<file path="src/rtl/cqu_mips_pkg.sv">
// Shared types and constants for the cqu_mips fetch path.
// Holds the prefetch-buffer entry layout used by the fetch stage and its FIFO.
package cqu_mips_pkg;

  localparam int          INST_W           = 32;
  localparam logic [31:0] RESET_PC_DEFAULT = 32'h0000_0000;
  localparam logic [INST_W-1:0] NOP_INST   = '0;

  typedef struct packed {
    logic [31:0]       pc;
    logic [INST_W-1:0] inst;
    logic              misalign;
  } if_entry_t;

endpackage

</file>
<file path="src/rtl/if_prefetch_if.sv">
// Fetch-stage bus bundle: redirect input, imem req/gnt/rvalid port and the valid/ready link to ID.
// master = fetch stage, slave = environment (imem, ID, redirect source).
interface if_prefetch_if;
  import cqu_mips_pkg::*;

  logic              redirect_valid;
  logic [31:0]       redirect_pc;
  logic              imem_req;
  logic [31:0]       imem_addr;
  logic              imem_gnt;
  logic              imem_rvalid;
  logic [INST_W-1:0] imem_rdata;
  logic              out_valid;
  logic              out_ready;
  logic [31:0]       out_pc;
  logic [INST_W-1:0] out_inst;
  logic              out_misalign;

  modport master (
    input  redirect_valid, redirect_pc, imem_gnt, imem_rvalid, imem_rdata, out_ready,
    output imem_req, imem_addr, out_valid, out_pc, out_inst, out_misalign
  );

  modport slave (
    output redirect_valid, redirect_pc, imem_gnt, imem_rvalid, imem_rdata, out_ready,
    input  imem_req, imem_addr, out_valid, out_pc, out_inst, out_misalign
  );

endinterface

</file>
<file path="src/rtl/if_fifo.sv">
// Prefetch buffer: DEPTH-entry synchronous FIFO of if_entry_t; head is registered data, no bypass.
// Push when full / pop when empty are ignored; flush empties the FIFO and overrides push and pop.
module if_fifo
  import cqu_mips_pkg::*;
#(
  parameter int DEPTH = 4
) (
  input  logic                       clk,
  input  logic                       rstn,
  input  logic                       push,
  input  if_entry_t                  push_data,
  input  logic                       pop,
  input  logic                       flush,
  output logic [$clog2(DEPTH):0]     count,
  output if_entry_t                  head
);

  localparam int PTR_W = $clog2(DEPTH);

  if_entry_t        mem_q [DEPTH];
  if_entry_t        mem_d [DEPTH];
  logic [PTR_W-1:0] wr_ptr_q, wr_ptr_d, rd_ptr_q, rd_ptr_d;
  logic [PTR_W:0]   count_q, count_d;
  logic             do_push, do_pop;

  always_comb begin
    do_push  = push && (count_q != (PTR_W+1)'(DEPTH));
    do_pop   = pop && (count_q != '0);
    mem_d    = mem_q;
    wr_ptr_d = wr_ptr_q;
    rd_ptr_d = rd_ptr_q;
    count_d  = count_q;
    if (flush) begin
      wr_ptr_d = '0;
      rd_ptr_d = '0;
      count_d  = '0;
    end else begin
      if (do_push) begin
        mem_d[wr_ptr_q] = push_data;
        wr_ptr_d        = wr_ptr_q + 1'b1;
      end
      if (do_pop) begin
        rd_ptr_d = rd_ptr_q + 1'b1;
      end
      count_d = count_q + (PTR_W+1)'(do_push) - (PTR_W+1)'(do_pop);
    end
  end

  always_ff @(posedge clk or negedge rstn) begin
    if (!rstn) begin
      mem_q    <= '{default: '0};
      wr_ptr_q <= '0;
      rd_ptr_q <= '0;
      count_q  <= '0;
    end else begin
      mem_q    <= mem_d;
      wr_ptr_q <= wr_ptr_d;
      rd_ptr_q <= rd_ptr_d;
      count_q  <= count_d;
    end
  end

  assign count = count_q;
  assign head  = mem_q[rd_ptr_q];

endmodule

</file>
<file path="src/rtl/if_prefetch.sv">
// Instruction fetch stage: credit-limited imem requests into a prefetch FIFO; one-cycle response-to-output.
// ID backpressure via out_ready; redirect flushes and marks in-flight reads stale. IF_ALIGN_CHECK_EN adds misaligned-target trap entry.
module if_prefetch
  import cqu_mips_pkg::*;
#(
  parameter logic [31:0] RESET_PC   = RESET_PC_DEFAULT,
  parameter int          FIFO_DEPTH = 4,
  parameter int          MAX_OUT    = 2
) (
  input  logic           clk,
  input  logic           rstn,
  if_prefetch_if.master  bus
);

  localparam int CNT_W = $clog2(FIFO_DEPTH) + 1;

  logic [31:0]      fetch_pc_q, fetch_pc_d, resp_pc_q, resp_pc_d;
  logic [CNT_W-1:0] outstanding_q, outstanding_d, discard_q, discard_d;
  logic [CNT_W-1:0] fifo_count;
  logic [CNT_W:0]   live;
  logic             req, grant, push, pop, flush;
  if_entry_t        push_entry, head;
  logic [31:0]      redir_pc;

`ifdef IF_ALIGN_CHECK_EN
  logic halt_q, halt_d, mis_pend_q, mis_pend_d;
  logic redir_misaligned;
  assign redir_pc         = bus.redirect_pc;
  assign redir_misaligned = |bus.redirect_pc[1:0];
`else
  assign redir_pc = bus.redirect_pc & 32'hFFFF_FFFC;
`endif

  // Slots already promised: buffered entries plus live (non-stale) reads in flight.
  assign live = {1'b0, fifo_count} + {1'b0, outstanding_q} - {1'b0, discard_q};

  always_comb begin
    req = rstn && !bus.redirect_valid
        && (outstanding_q < CNT_W'(MAX_OUT))
        && (live < (CNT_W+1)'(FIFO_DEPTH));
`ifdef IF_ALIGN_CHECK_EN
    req = req && !halt_q;
`endif
  end

  assign grant = req && bus.imem_gnt;

  always_comb begin
    fetch_pc_d    = fetch_pc_q;
    resp_pc_d     = resp_pc_q;
    outstanding_d = outstanding_q;
    discard_d     = discard_q;
    push          = 1'b0;
    push_entry    = '0;
    flush         = 1'b0;
    pop           = bus.out_ready && (fifo_count != '0);
`ifdef IF_ALIGN_CHECK_EN
    halt_d        = halt_q;
    mis_pend_d    = mis_pend_q;
`endif
    if (bus.redirect_valid) begin
      // req is held low here, so every read still in flight after this edge is stale.
      flush         = 1'b1;
      pop           = 1'b0;
      fetch_pc_d    = redir_pc;
      resp_pc_d     = redir_pc;
      outstanding_d = outstanding_q - CNT_W'(bus.imem_rvalid);
      discard_d     = outstanding_q - CNT_W'(bus.imem_rvalid);
`ifdef IF_ALIGN_CHECK_EN
      halt_d        = redir_misaligned;
      mis_pend_d    = redir_misaligned;
`endif
    end else begin
      if (grant) begin
        fetch_pc_d = fetch_pc_q + 32'd4;
      end
      outstanding_d = outstanding_q + CNT_W'(grant) - CNT_W'(bus.imem_rvalid);
      if (bus.imem_rvalid) begin
        if (discard_q != '0) begin
          discard_d = discard_q - 1'b1;
        end else begin
          push            = 1'b1;
          push_entry.pc   = resp_pc_q;
          push_entry.inst = bus.imem_rdata;
          resp_pc_d       = resp_pc_q + 32'd4;
        end
      end
`ifdef IF_ALIGN_CHECK_EN
      if (mis_pend_q && !push && (live < (CNT_W+1)'(FIFO_DEPTH))) begin
        push                = 1'b1;
        push_entry.pc       = resp_pc_q;
        push_entry.inst     = NOP_INST;
        push_entry.misalign = 1'b1;
        mis_pend_d          = 1'b0;
      end
`endif
    end
  end

  always_ff @(posedge clk or negedge rstn) begin
    if (!rstn) begin
      fetch_pc_q    <= RESET_PC;
      resp_pc_q     <= RESET_PC;
      outstanding_q <= '0;
      discard_q     <= '0;
    end else begin
      fetch_pc_q    <= fetch_pc_d;
      resp_pc_q     <= resp_pc_d;
      outstanding_q <= outstanding_d;
      discard_q     <= discard_d;
    end
  end

`ifdef IF_ALIGN_CHECK_EN
  always_ff @(posedge clk or negedge rstn) begin
    if (!rstn) begin
      halt_q     <= 1'b0;
      mis_pend_q <= 1'b0;
    end else begin
      halt_q     <= halt_d;
      mis_pend_q <= mis_pend_d;
    end
  end
`endif

  if_fifo #(.DEPTH(FIFO_DEPTH)) u_fifo (
    .clk       (clk),
    .rstn      (rstn),
    .push      (push),
    .push_data (push_entry),
    .pop       (pop),
    .flush     (flush),
    .count     (fifo_count),
    .head      (head)
  );

  assign bus.imem_req     = req;
  assign bus.imem_addr    = fetch_pc_q;
  assign bus.out_valid    = (fifo_count != '0);
  assign bus.out_pc       = bus.out_valid ? head.pc   : 32'h0;
  assign bus.out_inst     = bus.out_valid ? head.inst : NOP_INST;
  assign bus.out_misalign = bus.out_valid && head.misalign;

endmodule

</file>
<file path="src/flat_wrapper.sv">
// flat-port wrapper written by rule: the top's interface ports become plain ports
module if_prefetch_flat import cqu_mips_pkg::*;
#(
  parameter logic [31:0] RESET_PC   = RESET_PC_DEFAULT,
  parameter int          FIFO_DEPTH = 4,
  parameter int          MAX_OUT    = 2
)
  (clk, rstn, bus_redirect_valid, bus_redirect_pc, bus_imem_gnt, bus_imem_rvalid, bus_imem_rdata, bus_out_ready, bus_imem_req, bus_imem_addr, bus_out_valid, bus_out_pc, bus_out_inst, bus_out_misalign);
  if_prefetch_if bus_i ();
  input  logic clk;
  input  logic rstn;
  input wire logic [$bits(bus_i.redirect_valid)-1:0] bus_redirect_valid;
  input wire logic [$bits(bus_i.redirect_pc)-1:0] bus_redirect_pc;
  input wire logic [$bits(bus_i.imem_gnt)-1:0] bus_imem_gnt;
  input wire logic [$bits(bus_i.imem_rvalid)-1:0] bus_imem_rvalid;
  input wire logic [$bits(bus_i.imem_rdata)-1:0] bus_imem_rdata;
  input wire logic [$bits(bus_i.out_ready)-1:0] bus_out_ready;
  output wire logic [$bits(bus_i.imem_req)-1:0] bus_imem_req;
  output wire logic [$bits(bus_i.imem_addr)-1:0] bus_imem_addr;
  output wire logic [$bits(bus_i.out_valid)-1:0] bus_out_valid;
  output wire logic [$bits(bus_i.out_pc)-1:0] bus_out_pc;
  output wire logic [$bits(bus_i.out_inst)-1:0] bus_out_inst;
  output wire logic [$bits(bus_i.out_misalign)-1:0] bus_out_misalign;
  assign bus_i.redirect_valid = bus_redirect_valid;
  assign bus_i.redirect_pc = bus_redirect_pc;
  assign bus_i.imem_gnt = bus_imem_gnt;
  assign bus_i.imem_rvalid = bus_imem_rvalid;
  assign bus_i.imem_rdata = bus_imem_rdata;
  assign bus_i.out_ready = bus_out_ready;
  assign bus_imem_req = bus_i.imem_req;
  assign bus_imem_addr = bus_i.imem_addr;
  assign bus_out_valid = bus_i.out_valid;
  assign bus_out_pc = bus_i.out_pc;
  assign bus_out_inst = bus_i.out_inst;
  assign bus_out_misalign = bus_i.out_misalign;
  if_prefetch #(.RESET_PC(RESET_PC), .FIFO_DEPTH(FIFO_DEPTH), .MAX_OUT(MAX_OUT)) u_core (.clk(clk), .rstn(rstn), .bus(bus_i));
endmodule
</file>
<file path="config.mk">
export PLATFORM = sky130hd
export DESIGN_NAME = if_prefetch_flat
export DESIGN_NICKNAME = d
export VERILOG_FILES = /design/src/rtl/cqu_mips_pkg.sv /design/src/rtl/if_prefetch_if.sv /design/src/rtl/if_fifo.sv /design/src/rtl/if_prefetch.sv /design/src/flat_wrapper.sv
export SDC_FILE = /design/constraint.sdc
export NUM_CORES = 1
export LEC_CHECK = 0
export CORE_AREA = 5 5 194 196
export DETAILED_ROUTE_END_ITERATION = 6
export DIE_AREA = 0 0 199 201
export PLACE_DENSITY_LB_ADDON = 0.05
export SYNTH_ARGS = -nofsm -noshare
export SYNTH_HDL_FRONTEND = slang
export SYNTH_SLANG_ARGS = --single-unit
</file>
<file path="constraint.sdc">
create_clock -name clk -period 3.6 [get_ports clk]
set_input_delay 1.08 -clock clk [delete_from_list [all_inputs] [get_ports clk]]
set_output_delay 1.08 -clock clk [all_outputs]
set_load 0.005 [all_outputs]
</file>
==> impl_metrics.toml <==
[timing]
post-route-min-period_ns = 3.580
hold_slack_ns = 0.3942
setup_violations = 0
hold_viol = 0
slew_viol_final = 0
finClkSkew_ns = 0.008656
worstMarginPinSlew_ns = 0.9243
max_slew_margin_pct = 38.38
fmax_ghz = 0.2793
rsz0062_at_grt = "true"
layout_worst_path_cycle_share_pct = 99.45

[yosys]
yosysUniqueCellTypes = 53
synth_common_cells = "dfrtp_1 (325), mux2_2 (247), and2_1 (72)"
synth_area_leaders = "dfrtp_1 (52%), mux2_2 (18%), mux4_2 (9.0%)"
yosysWarnings = 0
synthArstFlopShare_pct = 100.0
muxShareOfSynthArea_pct = 28.72
yosys_register_bits = 325
syn_inst = 1145
synthSimpleGateAreaFrac_pct = 8.078
synth_xor_area_share_pct = 2.337
seq_area_frac_synth_pct = 51.68
syn-cell-area_um2 = 15740
ys.flop_type = "dfrtp_1"
synth_top_family_by_area = "multiplexers"
synth_area_per_cell_um2 = 13.74
synth.most_common_cell = "dfrtp_1"
synth_compound_area_share_pct = 3.689
synth_top_area_cell = "dfrtp_1"
synthAdderAreaFrac_pct = 1.940
synth_top_area_share_pct = 51.68
synth-edff-count = 0

[clock_tree]
cts.sinks = 325
clk_latency_ns = 0.51
cts_tree = "done"
clock_path_buffers = 3
cts_buffers = 39
clk_pin_slew_ns = 0.06
htree_num_levels = 2
ctsRootBufferMaster = "clkbuf_16"

[critical_path]
worstSetupEndpoint = "bus_imem_req"
rr_worst_depth = 13
crit_slowest_cell = "fa_1"
cp_num_buf_inv = 3
startpoint = "u_core.outstanding_q[1]"
r2r-start = "u_core.outstanding_q[1]"
path_class = "flop to output pin"
cp_cell_sequence = "inv_2 > fa_1 > inv_1 > ha_1 > and3b_1 > o211a_1 > o2111a_1 > buf_2"
required_ns = 2.52
critPathTopFamily = "adder cells"
r2r_end = "u_core.outstanding_q[2]"
reg2reg_slack_ns = 0.46
end_kind = "output pin"
cp_max_fo = 2
cp_num_cells = 8
critical_path_arrival_ns = 2.50
critPathLaunchType = "flop"
cpPeakStageDelay_ns = 0.53

[route]
wl_per_cell_um = 20.93
remaining_drc_errors = 0
dr.pass1.iters = 4
ant_nets = 0
vias = 9823
dr.first_iter.drc_count = 282
drt-total-wl_um = 38160
vias_per_cell = 5.388

[power_and_ir_drop]
p_leak_uw = 0.009642
power_switching_uw = 3906
p_int_uw = 9552
swShare_pct = 29.02
power_density_nw_per_um2 = 679.4
vdd_drop_max_mv = 0.3642
comb_power_share_pct = 35.7
p_total_uw = 13460
clkPwrFrac_pct = 28.9
p_seq_share_pct = 35.4

[placement]
placed_area_um2 = 17990
place_inst = 1733
gp_congestion = 0.7714
post-dp-hpwl_um = 22750
port_buffers = 163

[floorplanning]
rows = 70
io_pins = 169
die_area_um2 = 40000
core-area_um2 = 35910
start_util_pct = 43.83
die_x_um = 199
dieHeight_um = 201

[cells_and_area]
instances_no_fill = 1823
drive_above_1_share_pct = 33.16
syn2layout_area_growth_pct = 25.85
fin_area_um2 = 19810
nNetsFinal = 1417

[global_route]
grtUsageTotal_pct = 18.60
grt_pass1_vias = 10471
grt_max_degree = 134
grt_pass1_wl_um = 59620
antenna_found_initial = 1
gr-total-overflow = 0

[flow_run]
cap_violations = 0

[min_path]
worst_hold_path_type = "input pin to async pin"

[status]
outcome = "completed"
==> state kept, by name, indices dropped and copies added (netlist names) <==
register and cells:
u_core.u_fifo.rd_ptr_q 2, u_core.discard_q 3, u_core.u_fifo.mem_q 252, u_core.resp_pc_q 30, u_core.u_fifo.wr_ptr_q 2, u_core.u_fifo.count 3, u_core.bus.imem_addr 30, u_core.outstanding_q 3
==> how the worst min path moves through the flow <==
stage / end / depth (start not counted) / from / slack (ns)
final: u_core.outstanding_q[0] / 1 / rstn / 0.39
after global routing: u_core.outstanding_q[0] / 1 / rstn / 0.39
after CTS: u_core.discard_q[2] / 1 / rstn / 0.37
after detailed placement: u_core.u_fifo.mem_q[103] / 1 / u_core.u_fifo.mem_q[103] / 0.47
after global placement: u_core.u_fifo.mem_q[103] / 1 / u_core.u_fifo.mem_q[103] / 0.46
after floorplan: u_core.u_fifo.mem_q[102] / 1 / u_core.u_fifo.mem_q[102] / 0.45
==> repair_timing <==
item / CTS / global route
gates cloned: 1 / 10
setup buffers: 5 / 3
gates resized for setup: 18 / 67
pin swaps: 5 / 1
hold buffers: 0 / 0
setup endpoints to repair: 59 / 32
==> worst register-to-register path, stage by stage, from the launching register on <==
cell	delay, ns
dfrtp_1	0.34
inv_2	0.05
fa_1	0.53
inv_1	0.04
ha_1	0.26
and3b_1	0.18
o211a_1	0.22
buf_4	0.18
o21ai_0	0.27
inv_1	0.11
ha_1	0.21
fa_1	0.38
xor2_1	0.16
o21ai_0	0.14
==> per-layer routing <==
metal | track usage, % | routed length, µm
met1 | 26.89 | 18250
met2 | 30.36 | 18010
met3 | 2.719 | 1428
met4 | 3.444 | 469
met5 | 0 | 0
==> through the flow <==
step | utilization (%) | TNS [ns] | worst slack [ns]
global placement | 50.11 | 0 | 0.05369
CTS | 53.91 | -0.06812 | -0.06812
detailed placement | 50.11 | 0 | 0.06106
finish | 55.16 | 0 | 0.01966
global route | 55.15 | -0.08061 | -0.08061
floorplan | - | 0 | 0.1322
==> kinds of logic (layout without fill, tap and decap cells) <==
logic type,Yosys count,after routing
other cells,1,4
mux,339,339
simple gates,219,219
flops,325,325
compound gates,85,85
xor+xnor,42,42
buf+inv,112,319
fa+ha+maj,22,22
==> power groups by stage <==
stage	clock [µW]	combinational, µW	sequential, µW
after global placement	0	4130	4800
final	3890	4800	4760
after floorplan	0	2510	4630
after detailed placement	0	4180	4820
after global routing	4150	5250	4850
after CTS	4020	4360	4750
==> placed cells by master (no fill, tap or decap), drive strengths merged, types with 18 or more instances in the layout <==
master,count
dfrtp,325
mux4,63
inv,30
nand2,21
dlymetal6s2s,57
clkdlybuf4s50,97
xnor2,25
nand3,18
ha,18
nor2,29
and2,72
buf,50
mux2,271
clkbuf,70
==> layout make-up <==
type                    instances  area [µm²]
flip-flops and latches        325        8138
repair buffers                219        2591
clock buffers                  62        1205
well taps                     468       585.6
diodes                          1       2.502
clock inverters                 8       90.09
fillers                      3065       16100
multi-input cells             710        7082
inverters                      30       112.6
(Power assumes the default switching activity.)
